`src/rtl/rd_weight_pkg.sv`:
```
// rd_weight_pkg: shared state encoding and width helpers for the rd_weight_seq engine
package rd_weight_pkg;
  typedef enum logic [1:0] {IDLE, ACCUM, DONE} state_t;
  function automatic int clog2_n1(input int n);
    return $clog2(n + 1);
  endfunction
  function automatic int nch(input int n, input int chunk);
    return (n + chunk - 1) / chunk;
  endfunction
endpackage

```
`src/rtl/rd_weight_seq_if.sv`:
```
// rd_weight_seq_if: request/response handshake bundle (in_valid/in_ready/in_data/in_sel, out_valid/out_ready/out_count/out_z, plus in_thresh/out_ge when RD_THRESH_EN)
interface rd_weight_seq_if #(parameter int N = 8);
  import rd_weight_pkg::*;
  localparam int CW = clog2_n1(N);
  localparam int SW = $clog2(CW) + 1;
  logic          in_valid;
  logic          in_ready;
  logic [N-1:0]  in_data;
  logic [SW-1:0] in_sel;
  logic          out_valid;
  logic          out_ready;
  logic [CW-1:0] out_count;
  logic          out_z;
`ifdef RD_THRESH_EN
  logic [CW-1:0] in_thresh;
  logic          out_ge;
  modport master (output in_valid, in_data, in_sel, in_thresh, out_ready,
                  input in_ready, out_valid, out_count, out_z, out_ge);
  modport slave  (input in_valid, in_data, in_sel, in_thresh, out_ready,
                  output in_ready, out_valid, out_count, out_z, out_ge);
`else
  modport master (output in_valid, in_data, in_sel, out_ready,
                  input in_ready, out_valid, out_count, out_z);
  modport slave  (input in_valid, in_data, in_sel, out_ready,
                  output in_ready, out_valid, out_count, out_z);
`endif
endinterface

```
`src/rtl/rd_chunk_popcount.sv`:
```
// rd_chunk_popcount: combinational ones-count of one masked chunk (bits, valid_mask in; cnt out)
module rd_chunk_popcount #(parameter int CHUNK = 2) (
  input  logic [CHUNK-1:0]               bits,
  input  logic [CHUNK-1:0]               valid_mask,
  output logic [$clog2(CHUNK+1)-1:0]     cnt
);
  localparam int KW = $clog2(CHUNK + 1);
  always_comb begin
    cnt = '0;
    for (int i = 0; i < CHUNK; i++) cnt = cnt + KW'(bits[i] & valid_mask[i]);
  end
endmodule

```
`src/rtl/rd_weight_seq.sv`:
```
// rd_weight_seq: multi-cycle ones-count engine folding CHUNK bits/cycle; ports clk, rst_n (async active-low), bus (rd_weight_seq_if.slave); RD_THRESH_EN adds in_thresh/out_ge
module rd_weight_seq
  import rd_weight_pkg::*;
#(
  parameter int N     = 8,
  parameter int CHUNK = 2
) (
  input logic          clk,
  input logic          rst_n,
  rd_weight_seq_if.slave bus
);
  localparam int CW  = clog2_n1(N);
  localparam int NCH = nch(N, CHUNK);
  localparam int PW  = NCH * CHUNK;
  localparam int SW  = $clog2(CW) + 1;
  localparam int IW  = NCH > 1 ? $clog2(NCH) : 1;
  localparam int KW  = $clog2(CHUNK + 1);
  // ones for real input positions, zeros for the padding of the last chunk
  localparam logic [PW-1:0] MASK = {PW{1'b1}} >> (PW - N);
  state_t        state_q;
  logic [PW-1:0] data_q;
  logic [SW-1:0] sel_q;
  logic [CW-1:0] acc_q, count_q, sum_d, shift_d;
  logic [IW-1:0] idx_q;
  logic          valid_q, z_q, accept;
  logic [KW-1:0] cnt;
`ifdef RD_THRESH_EN
  logic [CW-1:0] thresh_q;
  logic          ge_q;
`endif
  rd_chunk_popcount #(.CHUNK(CHUNK)) u_pop (
    .bits       (data_q[idx_q*CHUNK +: CHUNK]),
    .valid_mask (MASK[idx_q*CHUNK +: CHUNK]),
    .cnt        (cnt)
  );
  assign sum_d   = acc_q + CW'(cnt);
  // shifting past the count width leaves 0, which is the required out-of-range z
  assign shift_d = sum_d >> sel_q;
  assign bus.in_ready  = state_q == IDLE || (state_q == DONE && bus.out_ready);
  assign accept        = bus.in_valid && bus.in_ready;
  assign bus.out_valid = valid_q;
  assign bus.out_count = count_q;
  assign bus.out_z     = z_q;
`ifdef RD_THRESH_EN
  assign bus.out_ge    = ge_q;
`endif
  always_ff @(posedge clk or negedge rst_n) begin
    if (!rst_n) begin
      state_q  <= IDLE;
      data_q   <= '0;
      sel_q    <= '0;
      acc_q    <= '0;
      idx_q    <= '0;
      valid_q  <= 1'b0;
      count_q  <= '0;
      z_q      <= 1'b0;
`ifdef RD_THRESH_EN
      thresh_q <= '0;
      ge_q     <= 1'b0;
`endif
    end else begin
      case (state_q)
        IDLE: ;
        ACCUM: begin
          acc_q <= sum_d;
          idx_q <= idx_q + 1'b1;
          if (idx_q == IW'(NCH - 1)) begin
            count_q <= sum_d;
            z_q     <= shift_d[0];
`ifdef RD_THRESH_EN
            ge_q    <= sum_d >= thresh_q;
`endif
            valid_q <= 1'b1;
            state_q <= DONE;
          end
        end
        DONE: if (bus.out_ready) begin
          valid_q <= 1'b0;
          state_q <= IDLE;
        end
        default: state_q <= IDLE;
      endcase
      // an accept overrides the DONE->IDLE step so back-to-back requests lose no cycle
      if (accept) begin
        data_q   <= PW'(bus.in_data);
        sel_q    <= bus.in_sel;
`ifdef RD_THRESH_EN
        thresh_q <= bus.in_thresh;
`endif
        acc_q    <= '0;
        idx_q    <= '0;
        state_q  <= ACCUM;
      end
    end
  end
endmodule

```
`src/flat_wrapper.sv`:
```
// flat-port wrapper written by rule: the top's interface ports become plain ports
module rd_weight_seq_flat import rd_weight_pkg::*;
#(
  parameter int N     = 8,
  parameter int CHUNK = 2
)
  (clk, rst_n, bus_in_valid, bus_in_data, bus_in_sel, bus_out_ready, bus_in_ready, bus_out_valid, bus_out_count, bus_out_z);
  rd_weight_seq_if #(.N(N)) bus_i ();
  input logic clk;
  input logic rst_n;
  input wire logic [$bits(bus_i.in_valid)-1:0] bus_in_valid;
  input wire logic [$bits(bus_i.in_data)-1:0] bus_in_data;
  input wire logic [$bits(bus_i.in_sel)-1:0] bus_in_sel;
  input wire logic [$bits(bus_i.out_ready)-1:0] bus_out_ready;
  output wire logic [$bits(bus_i.in_ready)-1:0] bus_in_ready;
  output wire logic [$bits(bus_i.out_valid)-1:0] bus_out_valid;
  output wire logic [$bits(bus_i.out_count)-1:0] bus_out_count;
  output wire logic [$bits(bus_i.out_z)-1:0] bus_out_z;
  assign bus_i.in_valid = bus_in_valid;
  assign bus_i.in_data = bus_in_data;
  assign bus_i.in_sel = bus_in_sel;
  assign bus_i.out_ready = bus_out_ready;
  assign bus_in_ready = bus_i.in_ready;
  assign bus_out_valid = bus_i.out_valid;
  assign bus_out_count = bus_i.out_count;
  assign bus_out_z = bus_i.out_z;
  rd_weight_seq #(.N(N), .CHUNK(CHUNK)) u_core (.clk(clk), .rst_n(rst_n), .bus(bus_i));
endmodule
```
`config.mk`:
```
export PLATFORM = sky130hd
export DESIGN_NAME = rd_weight_seq_flat
export DESIGN_NICKNAME = d
export VERILOG_FILES = /design/src/rtl/rd_weight_pkg.sv /design/src/rtl/rd_weight_seq_if.sv /design/src/rtl/rd_chunk_popcount.sv /design/src/rtl/rd_weight_seq.sv /design/src/flat_wrapper.sv
export SDC_FILE = /design/constraint.sdc
export NUM_CORES = 1
export LEC_CHECK = 0
export CAP_MARGIN = 20
export CORE_ASPECT_RATIO = 1.2
export CORE_UTILIZATION = 51
export DETAILED_ROUTE_END_ITERATION = 8
export PLACE_DENSITY = 0.78
export SYNTH_ARGS = -nofsm -noshare
export SYNTH_HDL_FRONTEND = slang
export SYNTH_HIERARCHICAL = 1
export SYNTH_SLANG_ARGS = --single-unit
```
`constraint.sdc`:
```
create_clock -name clk -period 2.9 [get_ports clk]
set_input_delay 0.58 -clock clk [delete_from_list [all_inputs] [get_ports clk]]
set_output_delay 0.58 -clock clk [all_outputs]
set_load 0.02 [all_outputs]
```
# Word-level counts from Yosys, hierarchy flattened
# Cells that the tools add are included.
# op_classes
order_cmp,0
multipliers,0
n_mux,11
n_bitwise,2
n_addsub,3
n_eq_ne,8
div_mod_pow,0
reduce_logical,9
shift,3
# ops
op,count
two-way mux 2 bit,5
two-way mux 4 bit,2
variable part select 8 x 4 -> 2 bit,1
"variable part select 8 x 4 -> 2 bit, first input constant",1
case mux 2 bit (3 select lines),1
AND reduction 3 bit,2
adder 4 x 2 -> 4 bit,1
"equality test 2 bit, second input constant",2
"!= test 2 x 1 -> 1 bit, second input constant",2
nonzero test 2 bit,2
right shift 4 x 3 -> 1 bit,1
"!= test 3 x 1 -> 1 bit, second input constant",1
"!= test 3 x 2 -> 1 bit, second input constant",1
adder 2 x 1 -> 2 bit,1
"adder 2 x 1 -> 2 bit, second input constant",1
AND 1 bit,2
"equality test 2 x 1 -> 1 bit, second input constant",1
logical AND 1 bit,2
logical NOT 2 bit,1
two-way mux 1 bit,2
"!= test 2 bit, second input constant",1
case mux 1 bit (2 select lines),1
AND reduction 2 bit,1
logical OR 1 bit,1
# totals
reg_bits,25
latchBits,0
ramBits,0
memories,0
mem_bits_ro,0
in_bits,15

# Logic depth before layout (Yosys ltp)
# depth
word_depth,6
depth_mapped,9

# Modules after synthesis
# The synthesis kept the hierarchy.
# by_module_without_submodules
module,instances,area_each_um2,cells_each
rd_weight_seq,1,1184.9,95
rd_chunk_popcount,1,25.0,3

# Worst setup path after synthesis
# No wires, ideal clock.
# synth_path
kind,register to register
from,reg u_core.idx_q[0]
to,reg u_core.z_q (netlist: u_core/bus.out_z)
n_path_buf,0
t_required_ns,2.805
arrival_time_ns,2.468
slack_ns,0.336
setup_ns,0.095
period_less_slack_ns,2.564
stages_incl_launch_ff,10
cell_sequence,dfrtp_1 mux4_2 and2_1 ha_1 ha_1 fa_1 xnor2_1 a21oi_1 o21bai_1 o31ai_1
# synth_via
elab_chain_len,5
word_cells_on_any_way,9
classes_between,2 x add/sub; 1 x eq/ne; 3 x shift; 2 x bitwise; 1 x reduce/logical
# synth_lines
item,line,rtl
start: declaration,rd_weight_seq.sv:24,logic [IW-1:0] idx_q;
start signal: assignment,rd_weight_seq.sv:66,idx_q <= idx_q + 1'b1;
variable part select 8 x 4 -> 2 bit (on tied branches),"rd_weight_seq.sv:32, rd_weight_seq.sv:33",
AND 1 bit,rd_chunk_popcount.sv:10,for (int i = 0; i < CHUNK; i++) cnt = cnt + KW'(bits[i] & valid_mask[i]);
adder 2 x 1 -> 2 bit *,rd_chunk_popcount.sv:10,
via u_core.cnt[0],rd_weight_seq.sv:26,logic [KW-1:0] cnt;
adder 4 x 2 -> 4 bit *,rd_weight_seq.sv:36,assign sum_d = acc_q + CW'(cnt);
right shift 4 x 3 -> 1 bit *,rd_weight_seq.sv:38,assign shift_d = sum_d >> sel_q;
end signal: assignment,rd_weight_seq.sv:69,z_q <= shift_d[0];
end: declaration,rd_weight_seq.sv:25,"logic valid_q, z_q, accept;"
# Mark *: on every way through the listed nets, which the timed path passes. The rest lies on a longest branch.
# A chain may end at the register's enable or synchronous reset.

# Worst setup path after layout
# layout_path
from,reg u_core.idx_q[0]
to,reg u_core.z_q (netlist: u_core/bus.out_z)
# layout_via
elab_chain_len,5
word_cells_on_any_way,9
classes_between,2 x add/sub; 1 x eq/ne; 3 x shift; 2 x bitwise; 1 x reduce/logical
# layout_lines
item,line,rtl
variable part select 8 x 4 -> 2 bit (on tied branches),"rd_weight_seq.sv:32, rd_weight_seq.sv:33",
AND 1 bit,rd_chunk_popcount.sv:10,
adder 2 x 1 -> 2 bit *,rd_chunk_popcount.sv:10,
via u_core.cnt[0],rd_weight_seq.sv:26,
adder 4 x 2 -> 4 bit *,rd_weight_seq.sv:36,
via u_core.sum_d[1],rd_weight_seq.sv:23,"logic [CW-1:0] acc_q, count_q, sum_d, shift_d;"
right shift 4 x 3 -> 1 bit *,rd_weight_seq.sv:38,
# Marked as above.

==> impl_results.md <==
- Outcome: finished clean
- Total CTS buffers: 3
- Final Cycle Share: 93.6%
- Clock tree buffer depth: 2
- Resized cells post-CTS: 0
- Mux contribution to synthesized area: 16.8%
- Worst EP arrival: 2.93 ns
- Global router's overall resource usage: 17.0%
- Nets: 143
- Routed Antenna Nets: 0
- Filler cells: 165
- Worst Skew: 0.00109 ns
- Initial core utilization: 56.5%
- Syn. warnings: 6
- Worst-path maximum fanout: 4
- Core box area: 2140 um^2
- Crit path capture type: register
- Residual DRC: 0
- Synth Area in XOR/XNOR: 2.17%
- DRT iter0 DRCs: 3
- Synth unique cells: 31
- RePlAce Congestion: 0.774
- Antenna Cells: 0
- Peak supply drop: 0.518 mV
- Post-CTS Setup Bufs: 0
- Synthesized instance count: 98
- Final wirelength: 1840 um
- Post-Route Setup TNS: 0 ns
- Row count: 18
- Flops & latches, synth: 25
- Largest net degree at the start of global routing: 26
- Util after Layout: 68.1%
- Post-synth EDFFs: 0
- Via count: 807
- Async SR Flop Fraction: 100%
- HP Class: register to register
- IO buf count: 21
- First-pass GRT wire length: 3280 um
- Die area: 2570 um^2
- Clock Pin Slew Worst Setup and Hold Paths: 0.12 ns
- P&R area growth vs syn: 20.4%
- Post-DP HPWL: 1430 um
- Area fraction in compound gates after synthesis: 9.62%
- CP startpoint: u_core/idx_q[0]
- Combinational family with the most area after synthesis: multiplexers
- Hold WS: 0.489 ns
- Worst hold stages: 2
- Most frequent cells in the layout: 25 x dfrtp_1, 21 x clkdlybuf4s50_1, 14 x nand2_1, 10 x mux2_2, 6 x a21oi_1
- Crit path time final: 2.71 ns
- Capture point of the worst reg-to-reg path: u_core/bus.out_z
- Setup Viol. Count Final: 0
- GRT Residual Overflow: 0
- Power density over cell area: 1020 nW/um^2
- Vias per inst: 5.31
- Synthesized-area fraction occupied by adder cells: 5.79%
- Final Slew Violations: 0
- Reg2reg setup slack: 0.19 ns
- Max-Cap Viols: 0
- R2R depth: 8
- Leading cell type in the layout, fill and taps excluded: dfrtp_1
- H-tree depth: 1
- Hold Fails Final Rpt: 0
- Worst Setup Start Kind: register
- Hold-fix buffers at CTS: 0
- Vias in the first global route: 813
- Layout cells sized above 1: 18.9%
- CTS tree: yes
- Pleak: 0.646 nW
- Simple-gate share of the synthesized area: 9.51%
- Fmax: 369 MHz
- Clock Sinks: 25
- Most used flip-flop cell after synthesis: dfrtp_1
- First drt pass iteration count: 4
- Clock Root Buffer: clkbuf_4
- Die Ht: 55.4 um
- Critical Path RT: 3.12 ns
- Endpoint, Worst Hold: u_core/bus.out_z
- Io pins: 22
- Seq/Total Area, Yosys: 51.7%
- Initial antenna violation count: 0
- Latest clock arrival within the worst-skew pair: 0.30 ns
- Min-Delay Startpoint: u_core/bus.out_z
- Die Span X: 46.5 um
- Reg-to-reg critical path startpoint: u_core/idx_q[0]
- Syn Std Cell Area: 1210 um^2
- Critical path type: register to register
- Syn Area/Cell: 12.3 um^2
- RSZ-0062 raised after global routing: no
- DR WL/cell: 12.1 um
worst max-delay path by stage:
stage / cells past startpoint / to
floorplan: 9 / u_core/bus.out_z
global placement: 8 / u_core/bus.out_z
detailed placement: 9 / u_core/bus.out_z
CTS: 9 / u_core/bus.out_z
global route: 9 / u_core/bus.out_z
finish: 8 / u_core/bus.out_z
metal layers:
| layer | vias up | wire [um] | global-route usage (%) |
|---|---|---|---|
| li1 | 383 | - | - |
| met1 | 404 | 805 | 21.2 |
| met3 | 4 | 61 | 1.96 |
| met4 | 0 | 14 | 6.30 |
| met5 | - | 0 | 0 |
| met2 | 16 | 961 | 28.6 |
state kept, by name, indices dropped and copies added (netlist names):
register	count
u_core/data_q	8
u_core/acc_q	4
u_core/bus.out_count	4
u_core/sel_q	3
u_core/idx_q	2
u_core/state_q	2
u_core/bus.out_valid	1
u_core/bus.out_z	1
synthesized netlist by cell type, types with 2 or more instances:
cell	count	area share, %
a21oi_1	6	2.5
and2_1	2	1.0
dfrtp_1	25	52
ha_1	4	4.1
inv_1	3	0.93
mux2_2	10	9.3
mux2_4	3	3.7
mux4_2	2	3.7
nand2_1	14	4.3
nor2_1	4	1.2
o21ai_0	2	0.83
o21bai_1	2	1.2
o31ai_1	2	1.2
xnor2_1	2	1.4
final cells by class:
| type | instances | area [um^2] | share of cell area (%) |
|---|---|---|---|
| multi-input combinational | 68 | 538 | 36.9 |
| inverter | 3 | 11.3 | 0.773 |
| sequential | 25 | 626 | 43.0 |
| tap | 30 | 37.5 | 2.58 |
| timing repair buffer | 22 | 218 | 14.9 |
| clock buffer | 4 | 26.3 | 1.80 |
worst max-delay path: stages, from the launching register on:
cell and delay [ns]:
dfrtp_1 0.47, mux4_2 0.52, and2_1 0.17, ha_1 0.29
ha_1 0.22, fa_1 0.55, a21boi_0 0.10, o21a_1 0.11
o31ai_1 0.22
kinds of logic after synthesis:
group / after synthesis
AOI/OAI and AO/OA: 18
and+or+nand+nor: 25
DFF: 25
other: 1
buffers and inverters: 6
adders and majority gates: 5
muxes: 15
xor gates and xnor gates: 3
stage by stage:
step           instances  power (W)  instance area [um^2]  worst slack, ns
6_report             152    0.00148                  1460            0.186
5_1_grt              152    0.00161                  1460           0.0296
4_1_cts              152    0.00150                  1460            0.167
3_5_place_dp         148    0.00135                  1430            0.188
3_3_place_gp         148    0.00133                  1430            0.257
2_1_floorplan         99    0.00117                  1210            0.336
power breakdown:
part | switching (W) | internal (W) | total [W] | leakage [nW]
Combinational | 0.000318 | 0.000388 | 0.000707 | 0.319
Sequential | 0.000118 | 0.000509 | 0.000627 | 0.311
Clock | 0.0000917 | 0.0000536 | 0.000145 | 0.0150
Total | 0.000528 | 0.000951 | 0.00148 | 0.646
Note: power is estimated with default switching activity, not from simulation.
